--- config.mk ---
export PLATFORM = sky130hd
export DESIGN_NAME = app_state_ctrl
export DESIGN_NICKNAME = d
export VERILOG_FILES = /design/src/rtl/app_state_ctrl.sv
export SDC_FILE = /design/constraint.sdc
export NUM_CORES = 1
export LEC_CHECK = 0
export BUFFER_PORTS_ARGS = -buffer_cell sky130_fd_sc_hd__clkbuf_2
export CORE_ASPECT_RATIO = 1.75
export CORE_MARGIN = 2
export CORE_UTILIZATION = 40
export CTS_CLUSTER_DIAMETER = 40
export CTS_CLUSTER_SIZE = 10
export DETAILED_ROUTE_END_ITERATION = 12
export PLACE_DENSITY = 0.67
export SETUP_SLACK_MARGIN = 0.15
export SYNTH_ARGS = -nofsm -noshare
export SYNTH_HDL_FRONTEND = slang
export SYNTH_SLANG_ARGS = --single-unit
--- constraint.sdc ---
create_clock -name clk -period 6.3 [get_ports clk]
set_input_delay 0.315 -clock clk [delete_from_list [all_inputs] [get_ports clk]]
set_output_delay 0.315 -clock clk [all_outputs]
set_load 0.05 [all_outputs]
--- src/rtl/app_state_ctrl.sv ---
// Top-level screen sequencer: menu cursor, timed loading bar, app dispatch and return-to-menu handling.
// Buttons are synchronised and edge-detected here; app completion pulses arrive already in the clk domain.
module app_state_ctrl #(
    parameter int LOAD_STEP   = 1024,
    parameter int OVER_CYCLES = 4096
) (
    input  logic       clk,
    input  logic       rst_n,
    input  logic       btnC,
    input  logic       btnU,
    input  logic       btnD,
    input  logic       btnL,
    input  logic       game_over,
    input  logic       mix_done,
    output logic [3:0] state,
    output logic [1:0] menu_sel,
    output logic [6:0] load_progress,
    output logic       app_reset
);

    // state | meaning
    // 0     | MENU       cursor moves, btnC launches LOADING
    // 1     | VOLUME     app; btnL back to MENU
    // 2     | POKEMON    app; game_over -> POKE_OVER, btnL -> MENU
    // 3     | POKE_OVER  timed screen; btnC/btnL or timeout -> MENU
    // 4     | BLUE_TEST  app; btnL back to MENU
    // 5     | POTION     app; mix_done or btnL -> MENU
    // 6     | LOADING    bar fills, then jumps to the latched target
    // 7-15  | illegal    recover to MENU with everything cleared

    localparam logic [3:0] S_MENU      = 4'd0;
    localparam logic [3:0] S_VOLUME    = 4'd1;
    localparam logic [3:0] S_POKEMON   = 4'd2;
    localparam logic [3:0] S_POKE_OVER = 4'd3;
    localparam logic [3:0] S_BLUE_TEST = 4'd4;
    localparam logic [3:0] S_POTION    = 4'd5;
    localparam logic [3:0] S_LOADING   = 4'd6;

    localparam int STEP_W = (LOAD_STEP > 1) ? $clog2(LOAD_STEP) : 1;
    localparam int OVER_W = (OVER_CYCLES > 1) ? $clog2(OVER_CYCLES) : 1;
    localparam logic [STEP_W-1:0] STEP_LAST = STEP_W'(LOAD_STEP - 1);
    localparam logic [OVER_W-1:0] OVER_LAST = OVER_W'(OVER_CYCLES - 1);
    localparam logic [6:0] PROG_LAST = 7'd95;
    localparam logic [6:0] PROG_FULL = 7'd96;

    // bit order {L, D, U, C}
    logic [3:0] sync1_q, sync1_d;
    logic [3:0] sync2_q, sync2_d;
    logic [3:0] prev_q, prev_d;
    logic [3:0] rise;

    logic [3:0]        state_q, state_d;
    logic [1:0]        menu_sel_q, menu_sel_d;
    logic [3:0]        target_q, target_d;
    logic [STEP_W-1:0] step_q, step_d;
    logic [OVER_W-1:0] over_q, over_d;
    logic [6:0]        prog_q, prog_d;
    logic              app_reset_q, app_reset_d;

    always_ff @(posedge clk or negedge rst_n) begin
        if (!rst_n) begin
            sync1_q     <= '0;
            sync2_q     <= '0;
            prev_q      <= '0;
            state_q     <= S_MENU;
            menu_sel_q  <= '0;
            target_q    <= '0;
            step_q      <= '0;
            over_q      <= '0;
            prog_q      <= '0;
            app_reset_q <= 1'b0;
        end else begin
            sync1_q     <= sync1_d;
            sync2_q     <= sync2_d;
            prev_q      <= prev_d;
            state_q     <= state_d;
            menu_sel_q  <= menu_sel_d;
            target_q    <= target_d;
            step_q      <= step_d;
            over_q      <= over_d;
            prog_q      <= prog_d;
            app_reset_q <= app_reset_d;
        end
    end

    always_comb begin
        sync1_d = {btnL, btnD, btnU, btnC};
        sync2_d = sync1_q;
        prev_d  = sync2_q;
        rise    = sync2_q & ~prev_q;

        state_d    = state_q;
        menu_sel_d = menu_sel_q;
        target_d   = target_q;
        step_d     = step_q;
        over_d     = over_q;
        prog_d     = prog_q;

        case (state_q)
            S_MENU: begin
                if (rise[0]) begin
                    case (menu_sel_q)
                        2'd0:    target_d = S_VOLUME;
                        2'd1:    target_d = S_POKEMON;
                        2'd2:    target_d = S_POTION;
                        default: target_d = S_BLUE_TEST;
                    endcase
                    step_d  = STEP_LAST;
                    prog_d  = '0;
                    state_d = S_LOADING;
                end else if (rise[1] && !rise[2]) begin
                    menu_sel_d = menu_sel_q - 2'd1;
                end else if (rise[2] && !rise[1]) begin
                    menu_sel_d = menu_sel_q + 2'd1;
                end
            end
            S_LOADING: begin
                if (step_q == '0) begin
                    step_d = STEP_LAST;
                    if (prog_q == PROG_LAST) begin
                        prog_d  = PROG_FULL;
                        state_d = target_q;
                    end else begin
                        prog_d = prog_q + 7'd1;
                    end
                end else begin
                    step_d = step_q - STEP_W'(1);
                end
            end
            S_VOLUME, S_BLUE_TEST: begin
                if (rise[3]) state_d = S_MENU;
            end
            S_POKEMON: begin
                // game_over beats a simultaneous btnL so the over screen is never skipped
                if (game_over) begin
                    state_d = S_POKE_OVER;
                    over_d  = OVER_LAST;
                end else if (rise[3]) begin
                    state_d = S_MENU;
                end
            end
            S_POKE_OVER: begin
                if (rise[0] || rise[3] || over_q == '0) begin
                    state_d = S_MENU;
                end else begin
                    over_d = over_q - OVER_W'(1);
                end
            end
            S_POTION: begin
                if (mix_done || rise[3]) state_d = S_MENU;
            end
            default: begin
                state_d    = S_MENU;
                menu_sel_d = '0;
                target_d   = '0;
                step_d     = '0;
                over_d     = '0;
                prog_d     = '0;
            end
        endcase

        app_reset_d = (state_d != state_q) &&
                      (state_d == S_VOLUME || state_d == S_POKEMON ||
                       state_d == S_BLUE_TEST || state_d == S_POTION);
    end

    always_comb begin
        state         = state_q;
        menu_sel      = menu_sel_q;
        load_progress = prog_q;
        app_reset     = app_reset_q;
    end

endmodule

==> flow_summary.json <==
{
  "relSlewSlack_pct": 32.0,
  "worstPathArrival_ns": 2.74,
  "antenna_found_initial": 0,
  "viasPerCell": 5.78,
  "hold_violations": 0,
  "yosys.area_share.simple_pct": 19.2,
  "ys_top_cells_by_area": "dfrtp_1 (46%), ha_1 (4.5%), o22a_1 (4.1%)",
  "post-dp-hpwl_um": 4040,
  "cpMaxStageDelayCell": "nor4bb_2",
  "crit_buf_inv": 0,
  "clk_path_buf_depth": 2,
  "drc": 0,
  "final_nets": 316,
  "yosysUniqueCellTypes": 52,
  "cts_max_level": 2,
  "fin_skew_ns": 0.00683,
  "ys_warn_count": 0,
  "path_clk_slew_ns": 0.07,
  "finalCritPeriodShare_pct": 39.8,
  "status": "finished, final reports clean",
  "grt_pass1_wl_um": 9870,
  "tns_ns": 0,
  "synthFlopType": "dfrtp_1",
  "firstDrtPassIters": 4,
  "yosys.area.top_type": "dfrtp_1",
  "core_mm2": 0.00676,
  "cts_sinks": 51,
  "fmax_ghz": 0.399,
  "fp-row-count": 40,
  "rsz0062_at_grt": "no",
  "fp.dieW_um": 66.8,
  "die_h_um": 114,
  "power_density_mw_per_mm2": 313,
  "cts_resized": 0,
  "critical_path.top_delay_family": "simple AND/OR/NAND/NOR gates",
  "switching_power_w": 0.000333,
  "yosysSeqAreaShare_pct": 46.3,
  "synth-xor-area-share_pct": 0.953,
  "p_sw_share_pct": 34.8,
  "critPathLaunchType": "flop",
  "cts_buffers": 5,
  "cts_root_buffer": "clkbuf_16",
  "power_frac_seq_pct": 44.9,
  "grt_max_degree": 52,
  "postCtsSetupBuffers": 0,
  "setup_viol": 0,
  "drive_gt1_share_pct": 14.7,
  "end_kind": "flop",
  "final_core_util_pct": 45.2,
  "cap_viol_max_count": 0,
  "max_slew.worst_pin.slew_ns": 1.01,
  "wl_per_cell_um": 15.2,
  "synth_top_area_share_pct": 46.3,
  "fin_crit_ns": 2.51,
  "irDropWorstVdd_v": 0.000163,
  "hp-class": "in2async",
  "crit_path_max_fanout": 23,
  "die_area_mm2": 0.00760,
  "first_iter_violations": 188,
  "criticalPathCategory": "reg2reg",
  "gp_congestion": 0.849,
  "synth_top_family_by_area": "compound AO/OA/AOI/OAI gates",
  "cp_cell_sequence": "nor4bb_2, nor2_1, a41oi_1, o22a_1",
  "cts_hold_buf": 0,
  "initial_core_util_pct": 40.8,
  "grt-ovfl-total": 0,
  "avgSynthCellArea_um2": 9.81,
  "grt_pass1_vias": 2130,
  "register_area_mm2": 0.00128,
  "ys_seq_elements": 51,
  "num_antenna_cells": 0,
  "syn_nets": 299,
  "synthMuxAreaShare_pct": 1.72,
  "pwr-share-clk_pct": 27.8,
  "grt_usage_pct": 16.9,
  "io_pins": 22,
  "p_comb_share_pct": 27.3,
  "dp_slack_ns": 3.78,
  "power.leakage_nw": 1.39,
  "drt_wl_total_um": 5820,
  "slew_viol_final": 0,
  "intPower_w": 0.000623,
  "cts_tree": "built",
  "synth-compound-area-share_pct": 22.5,
  "synthAdderAreaFrac_pct": 4.54,
  "synth_edf_count": 0,
  "multi_input_area_mm2": 0.00136,
  "n_fill_cell": 662,
  "cp_slowest_stage_delay_ns": 0.98,
  "dr_total_vias": 2212,
  "clock_latency_ns": 0.29,
  "area_delta_synth_final_pct": 10.8,
  "required_ns": 6.53,
  "detail-route-antenna-nets": 0,
  "synth_area_mm2": 0.00276,
  "synth-async-reset-ratio_pct": 100,
  "power_w": 0.000956,
  "syn_inst": 281,
  "port_buffers": 21,
  "final.setup.worst_slack_ns": 3.79
}
-- metrics by stage --
step	instances	instance area, um2	hold WS, ns
2_1_floorplan	281	2760	0.0194
3_3_place_gp	375	2920	0.332
3_5_place_dp	375	2920	0.336
4_1_cts	383	3050	0.118
5_1_grt	383	3050	0.118
6_report	383	3050	0.125
-- sequential cells by signal (all words and copies together), names as in the netlist --
name / cells
target_q: 3
sync1_q: 4
load_progress: 7
step_q: 10
prev_d: 4
prev_q: 4
app_reset: 1
state: 4
menu_sel: 2
over_q: 12
-- path summary, 6_finish.rpt --
check,from,slack (ns),endpoint,cells past startpoint
worst max register to register,state[0],3.79,step_q[4],4
worst min register to register,sync1_q[0],0.35,prev_d[0],0
min in group clk,btnL,0.13,sync1_q[3],1
max in group asynchronous,rst_n,5.73,load_progress[0],2
worst min-delay path,rst_n,0.12,over_q[9],2
worst max-delay path,state[0],3.79,step_q[4],4
-- logic make-up (layout without fill, tap and decap cells) --
family | Yosys count | after routing
other | 1 | 1
buffers and inverters | 29 | 47
flip-flops | 51 | 51
adder cells (fa/ha/maj) | 10 | 10
AND/OR/NAND/NOR | 96 | 96
multiplexers | 4 | 4
XOR/XNOR | 3 | 3
AO/OA/AOI/OAI | 87 | 87
-- power groups by stage --
| stage | logic, W | clock network [W] | registers [W] |
|---|---|---|---|
| floorplan | 0.000190 | 0 | 0.000442 |
| detailed placement | 0.000262 | 0 | 0.000434 |
| global placement | 0.000258 | 0 | 0.000433 |
| finish | 0.000261 | 0.000266 | 0.000429 |
| CTS | 0.000264 | 0.000273 | 0.000429 |
| global route | 0.000292 | 0.000288 | 0.000437 |
-- layout by cell type, fill, tap and decap left out, types with 3 or more instances in the layout --
cell type,count
dfrtp_1,51
a21oi_1,22
clkbuf_2,21
nor2_1,19
nand2_1,19
inv_1,17
o21ai_0,15
o22a_1,13
nor3_1,10
ha_1,10
nand4_1,9
a31oi_1,9
nand3_1,6
nand2b_1,5
or3_1,5
and2_1,5
clkbuf_16,5
nor3b_1,4
o221a_2,4
a41oi_1,4
a21o_1,3
o31ai_1,3
-- Yosys cell counts, types with 3 or more instances --
cell type and count:
dfrtp_1 51, a21oi_1 22, nand2_1 19, nor2_1 19
inv_1 17, o21ai_0 15, o22a_1 13, ha_1 10
nor3_1 10, a31oi_1 9, nand4_1 9, clkbuf_1 7
nand3_1 6, and2_1 5, nand2b_1 5, or3_1 5
a41oi_1 4, nor3b_1 4, o221a_2 4, a21o_1 3
buf_2 3, o31ai_1 3
-- area by class of cell --
class | instances | share of cell area (%)
multi-input cells | 201 | 44.5
inverters | 17 | 2.09
repair buffers | 22 | 3.69
flip-flops and latches | 51 | 41.8
clock buffers | 7 | 4.34
well taps | 84 | 3.44
clock inverters | 1 | 0.164
-- layer usage --
layer	global-route usage [%]	part of all wire [%]	up-vias	routed length (um)
li1	-	-	1071	-
met1	18.6	40	1094	2350
met2	29.7	53	39	3100
met3	3.94	4.1	8	241
met4	8.03	2.2	0	128
met5	0	0	-	0
Power figures use the tool's default switching activity.
